`src/rtl/dmem_arbiter.sv`:
```
// Round-robin arbiter that shares one synchronous data-memory port between the CPU and a loader.
// Optional loader lock: define DMEM_ARB_LOCK_EN.
module dmem_arbiter #(
  parameter int unsigned ADDR_W = 32,
  parameter int unsigned DATA_W = 32
) (
  input  logic              clock,
  input  logic              reset,
  input  logic              cpu_req,
  input  logic              cpu_we,
  input  logic [ADDR_W-1:0] cpu_addr,
  input  logic [DATA_W-1:0] cpu_wdata,
  input  logic [1:0]        cpu_length,
  output logic              cpu_gnt,
  output logic              cpu_rvalid,
  output logic              cpu_stall,
  input  logic              ldr_req,
  input  logic              ldr_we,
  input  logic [ADDR_W-1:0] ldr_addr,
  input  logic [DATA_W-1:0] ldr_wdata,
  input  logic              ldr_lock,
  output logic              ldr_gnt,
  output logic              ldr_rvalid,
  output logic [DATA_W-1:0] rdata,
  output logic              mem_en,
  output logic              mem_we,
  output logic [ADDR_W-1:0] mem_addr,
  output logic [DATA_W-1:0] mem_wdata,
  output logic [1:0]        mem_length,
  input  logic [DATA_W-1:0] mem_rdata
);

  typedef enum logic [1:0] {StIdle, StRdCpu, StRdLdr} state_e;

  state_e state_q, state_d;
  logic   last_q, last_d;  // 1: loader was granted most recently
  logic   lock_active;

`ifdef DMEM_ARB_LOCK_EN
  logic lock_q, lock_d;

  // The lock only survives an idle cycle while the loader keeps ldr_lock high.
  assign lock_active = lock_q & ldr_lock;

  always_comb begin
    lock_d = lock_q;
    if (state_q == StIdle) begin
      lock_d = ldr_gnt ? ldr_lock : lock_active;
    end
  end

  always_ff @(posedge clock or negedge reset) begin
    if (!reset) begin
      lock_q <= 1'b0;
    end else begin
      lock_q <= lock_d;
    end
  end
`else
  logic unused_lock;
  assign unused_lock = ldr_lock;
  assign lock_active = 1'b0;
`endif

  always_comb begin
    cpu_gnt = 1'b0;
    ldr_gnt = 1'b0;
    state_d = state_q;
    last_d  = last_q;
    case (state_q)
      StIdle: begin
        if (lock_active) begin
          ldr_gnt = ldr_req;
        end else if (cpu_req && ldr_req) begin
          cpu_gnt = last_q;
          ldr_gnt = ~last_q;
        end else begin
          cpu_gnt = cpu_req;
          ldr_gnt = ldr_req;
        end
        if (cpu_gnt) begin
          last_d  = 1'b0;
          state_d = cpu_we ? StIdle : StRdCpu;
        end else if (ldr_gnt) begin
          last_d  = 1'b1;
          state_d = ldr_we ? StIdle : StRdLdr;
        end
      end
      StRdCpu, StRdLdr: state_d = StIdle;
      default:          state_d = StIdle;
    endcase
  end

  always_ff @(posedge clock or negedge reset) begin
    if (!reset) begin
      state_q <= StIdle;
      last_q  <= 1'b1;
    end else begin
      state_q <= state_d;
      last_q  <= last_d;
    end
  end

  assign cpu_rvalid = (state_q == StRdCpu);
  assign ldr_rvalid = (state_q == StRdLdr);
  assign rdata      = mem_rdata;

  assign mem_en     = cpu_gnt | ldr_gnt;
  assign mem_we     = ldr_gnt ? ldr_we : (cpu_gnt & cpu_we);
  assign mem_addr   = ldr_gnt ? ldr_addr : cpu_addr;
  assign mem_wdata  = ldr_gnt ? ldr_wdata : cpu_wdata;
  assign mem_length = ldr_gnt ? 2'b10 : cpu_length;

  assign cpu_stall  = cpu_req & ~(cpu_gnt & cpu_we) & ~cpu_rvalid;

endmodule
```
`config.mk`:
```
export PLATFORM = sky130hd
export DESIGN_NAME = dmem_arbiter
export DESIGN_NICKNAME = d
export VERILOG_FILES = /design/src/rtl/dmem_arbiter.sv
export SDC_FILE = /design/constraint.sdc
export NUM_CORES = 1
export LEC_CHECK = 0
export CAP_MARGIN = 20
export CORE_AREA = 3 3 105 107
export CTS_CLUSTER_SIZE = 24
export DETAILED_ROUTE_END_ITERATION = 10
export DIE_AREA = 0 0 108 110
export HOLD_SLACK_MARGIN = 0.12
export MAX_ROUTING_LAYER = met4
export SLEW_MARGIN = 10
export SYNTH_ARGS = -nofsm -noshare
export SYNTH_HDL_FRONTEND = slang
export SYNTH_SLANG_ARGS = --single-unit
```
`constraint.sdc`:
```
create_clock -name clock -period 2.47 [get_ports clock]
set_input_delay 0.494 -clock clock [delete_from_list [all_inputs] [get_ports clock]]
set_output_delay 0.494 -clock clock [all_outputs]
set_load 0.02 [all_outputs]
```
# After elaboration in Yosys (flattened, before gate mapping)

Index checks and enable logic that the tools add are counted.

Flip-flop bits (word level): 3
Bits in latches: 0
Bits in writable memories: 0
Bits in read-only memories: 0
Output and inout bits: 105
Word-level logic and storage cells: 33
Memories: 0

Add/sub/neg operators: 0
Multiply operators: 0
Divide/modulo/power cells: 0
$lt $le $gt $ge: 0
Eq/ne operators: 3
Shifts and indexed selects: 0
Mux-type cells: 17
Bitwise operators: 7
Reductions and logical operators: 4

Operators by type and width:

| cell                 | number |
|---|---|
| $mux W32             | 2 |
| $mux W1              | 10 |
| $mux W2              | 5 |
| $and A1 B1 Y1        | 3 |
| $ne A3 B3 Y1 const B | 1 |
| $not A1 Y1           | 3 |
| $eq A2 B1 Y1 const B | 1 |
| $eq A2 B2 Y1 const B | 1 |
| $logic_not A2 Y1     | 1 |
| $reduce_and A2 Y1    | 1 |
| $reduce_bool A2 Y1   | 1 |
| $logic_and A1 B1 Y1  | 1 |
| $or A1 B1 Y1         | 1 |

# Depth between registers and ports, before layout

Word-level depth: 8
Mapped depth: 5
Depth with buffers taken out: 3

# Worst setup path after synthesis

OpenSTA, ideal clock, no wires.

Path type: input -> output
From: input port ldr_req
To: output port mem_wdata[12]
Arrival: 1.378 ns
Required time: 1.976 ns
Setup slack: 0.598 ns
Cell stages on the path: 5
Path through: a21boi_2 nand2_2 buf_6 buf_6 mux2_4

Word-level cells in the longest chain between the ends: 5

Ends and longest elaborated chain:

| what                    | line | source |
|---|---|---|
| start: declaration      | 17   | `input logic ldr_req,` |
| $logic_and A1 B1 Y1     | 74   | `end else if (cpu_req && ldr_req) begin` |
| $mux W1 *               | 74   |  |
| $mux W1 * (2 in series) | 70   | `case (state_q)` |
| $mux W32 *              | 111  | `assign mem_wdata = ldr_gnt ? ldr_wdata : cpu_wdata;` |
| end: declaration        | 28   | `output logic [DATA_W-1:0] mem_wdata,` |

Every way passes the cells marked *; elsewhere a longest branch is shown, timed or not. The select of a mux whose other input is x is not followed.

# Final worst setup path

From: input port cpu_req
To: output port mem_wdata[13]

Word-level cells in the longest chain between the ends: 5

Ends and longest elaborated chain:

| what                  | line | source |
|---|---|---|
| start: declaration    | 9    | `input logic cpu_req,` |
| $logic_and A1 B1 Y1   | 74   |  |
| $mux W1               | 74   |  |
| $mux W1 (2 in series) | 70   |  |
| $mux W32              | 111  |  |

No other way between the ends. The select of a mux whose other input is x is not followed.

==> flow_metrics.py <==
metrics = {
    "logic_synthesis": {
        "synth_cell_types": 21,
        "yosys_warnings": 0,
        "synth_cells": 125,
        "synth.net_count": 294,
        "syn_avg_cell_area_sq_um": 10.2,
        "ys_seq_elements": 3,
        "syn_area_sq_um": 1270,
        "synth.area.top_cells": "mux2_2 (43%), buf_4 (19%), mux2_4 (19%)",
        "yosys.area.top_type_share_pct": 42.5,
        "synth_area_leader_cell": "mux2_2",
        "seq_area_frac_synth_pct": 6.00,
    },
    "drt": {
        "vias": 1698,
        "drt_iter0_drc": 19,
        "wire_per_inst_microns": 16.2,
        "totalWireLength_mm": 7.24,
        "firstDrtPassIters": 2,
        "ant_nets": 0,
        "drc": 0,
        "avgViaCountPerCell": 3.81,
    },
    "placement": {
        "hpwl_mm": 6.02,
        "place_congestion": 0.804,
        "place_ws_ps": -512,
        "port_buffers": 208,
    },
    "pwr": {
        "net-switching-power_mw": 0.526,
        "pwr-share-clk_pct": 10.9,
        "combPwrFrac_pct": 83.3,
        "swShare_pct": 39.2,
        "ir_worst_vdd_v": 0.000184,
        "power_density_nw_per_um2": 406,
        "p_int_mw": 0.817,
        "p_leak_nw": 1.43,
        "pwr-share-seq_pct": 5.8,
    },
    "final_layout": {
        "antenna_cells": 0,
        "multi_input_area_sq_um": 913,
        "area_growth_pct": 160,
        "ff_latch_area_sq_um": 76.3,
        "drive_gt1_share_pct": 41.6,
        "nets": 480,
        "num-fill-cells": 1073,
    },
    "critical_path": {
        "worstSetupEndpointType": "primary output",
        "crit_chain": "clkdlybuf4s15_1 > a21boi_4 > nand2_4 > bufbuf_16 > mux2_4 > buf_2",
        "path_class": "primary input to primary output",
        "worstReg2RegEnd": "state_q[1]$_DFFE_PN0P_",
        "r2r_slack_ps": 1290,
        "crit_arrival_ps": 1900,
        "critPathSlowestCell": "bufbuf_16",
        "rr_startpoint": "state_q[0]$_DFFE_PN0P_",
        "critPathRequiredTime_ps": 1980,
        "crit_buf_inv": 3,
        "path_max_fanout": 12,
        "critical_path.top_delay_family": "buffers and inverters",
        "critPathMaxStageDelay_ps": 320,
        "start_kind": "primary input",
        "worstRegToRegCells": 4,
    },
    "global_route": {
        "grt_max_degree": 18,
        "grt_pass1_vias": 1873,
        "antenna_found_initial": 0,
        "grt_pass1_wl_mm": 9.89,
        "grt_overflow": 0,
        "track_usage_pct": 11.2,
    },
    "clocking": {
        "clk_latency_ps": 220,
        "clockBufferDepth": 2,
        "root_buffer": "clkbuf_8",
        "cts.sinks": 3,
        "cts_tree": "built",
        "cts_buffers": 3,
        "path_clk_slew_ps": 30,
        "ctsHtreeMaxLevel": 1,
    },
    "timing": {
        "whs_ps": 462,
        "fmax_ghz": 0.419,
        "max_slew_margin_pct": 82.7,
        "hold_violations": 0,
        "maxSlewViolCount": 0,
        "skew_ps": 4.09,
        "min_period_ps": 2390,
        "timing.final.ws_setup_ps": 80.6,
        "setup_viol": 0,
        "worstMarginPinSlew_ps": 259,
        "fin_crit_sh_pct": 96.7,
        "rsz0062_at_grt": "no",
    },
    "run": {
        "drv_cap": 0,
    },
    "floorplanning": {
        "start_util_pct": 12.4,
        "rows": 37,
        "die-area_sq_um": 11900,
        "die_w_microns": 108,
        "io_pins": 274,
        "die_h_microns": 110,
        "core_sq_um": 10200,
    },
    "min_path": {
        "min_path_type": "primary input to asynchronous set/reset pin",
    },
    "outcome": {
        "outcome": "complete, no violations",
    },
}
==> worst max path at each step <==
stage | slack (ps) | end | cells after the start | start
2_1_floorplan | 600 | mem_wdata[12] | 5 | ldr_req
4_1_cts | 10 | mem_addr[7] | 6 | cpu_req
6_report | 80 | mem_wdata[13] | 6 | cpu_req
3_5_place_dp | -510 | mem_wdata[31] | 6 | cpu_req
5_1_grt | 5 | mem_wdata[4] | 6 | cpu_req
3_3_place_gp | -470 | mem_wdata[28] | 6 | cpu_req
==> through the flow <==
| stage | cell area [sq um] | TNS [ps] | utilization (%) | std cells | power [mW] |
|---|---|---|---|---|---|
| after global placement | 3290 | -25970 | 32.2 | 436 | 1.22 |
| final | 3310 | 0 | 32.4 | 446 | 1.34 |
| after CTS | 3310 | 0 | 32.3 | 445 | 1.37 |
| after detailed placement | 3290 | -28450 | 32.2 | 436 | 1.22 |
| after floorplan | 1270 | 0 | - | 125 | 0.706 |
| after global routing | 3310 | 0 | 32.4 | 446 | 1.42 |
==> what timing repair did <==
action	4_1_cts	5_1_grt
hold buffers	0	0
gates cloned	3	0
setup endpoints to repair	70	46
buffers inserted	2	1
pin swaps	1	1
gates resized for setup	205	2
==> flip-flops by register name, indices dropped and copies added (netlist names) <==
name / flops
state_q: 2
last_q: 1
==> final cells by class <==
class / instances / area share, %
Clock buffer: 4 / 1.36
Multi-Input combinational cell: 82 / 27.6
Inverter: 1 / 0.113
Tap cell: 136 / 5.14
Timing Repair Buffer: 220 / 63.5
Sequential cell: 3 / 2.31
==> layout by cell type (no fill, tap or decap) <==
master	n
a21boi_4	1
clkdlybuf4s50_1	138
nor2_1	1
clkbuf_1	1
dfstp_2	1
and2_1	1
nor2b_1	3
a32oi_1	1
bufbuf_16	2
clkdlybuf4s15_2	7
dlygate4sd2_1	6
buf_2	33
nor3_1	1
clkbuf_2	1
buf_12	3
buf_4	10
a31oi_1	1
o21a_1	2
nand2_4	1
mux2_2	47
nor2_2	1
buf_6	1
dfrtp_1	2
buf_16	1
and3_1	1
clkbuf_8	3
nand2b_1	2
mux2_4	17
inv_1	1
clkdlybuf4s15_1	18
a21oi_1	2
==> power groups by stage <==
stage	combinational (mW)	clock, mW	sequential, mW
after floorplan	0.633	0	0.0735
after global placement	1.14	0	0.0750
after detailed placement	1.15	0	0.0753
after CTS	1.14	0.152	0.0776
after global routing	1.19	0.156	0.0798
final	1.12	0.146	0.0780
==> routing by layer <==
| layer | routed length [microns] | track usage, % | vias to the layer above |
|---|---|---|---|
| li1 | - | - | 782 |
| met5 | 0 | - | - |
| met3 | 1050 | 3.26 | 2 |
| met1 | 2410 | 11.1 | 750 |
| met4 | 6 | 1.35 | 0 |
| met2 | 3770 | 22.1 | 164 |
==> logic make-up after synthesis <==
| logic type | Yosys count | synth area share (%) |
|---|---|---|
| AOI/OAI and AO/OA | 7 | 4.04 |
| and+or+nand+nor | 11 | 5.12 |
| muxes | 64 | 61.4 |
| DFF | 3 | 6.00 |
| buffers and inverters | 40 | 23.4 |
==> synthesized netlist by cell type (all sizes together) <==
master / n
nor2: 2
inv: 1
and2: 1
a32oi: 1
nand2b: 2
dfrtp: 2
o21a: 2
a31oi: 1
nor3: 1
dfstp: 1
nor2b: 3
buf: 39
a21oi: 2
and3: 1
a21boi: 1
nand2: 1
mux2: 64
(Power assumes the default switching activity.)
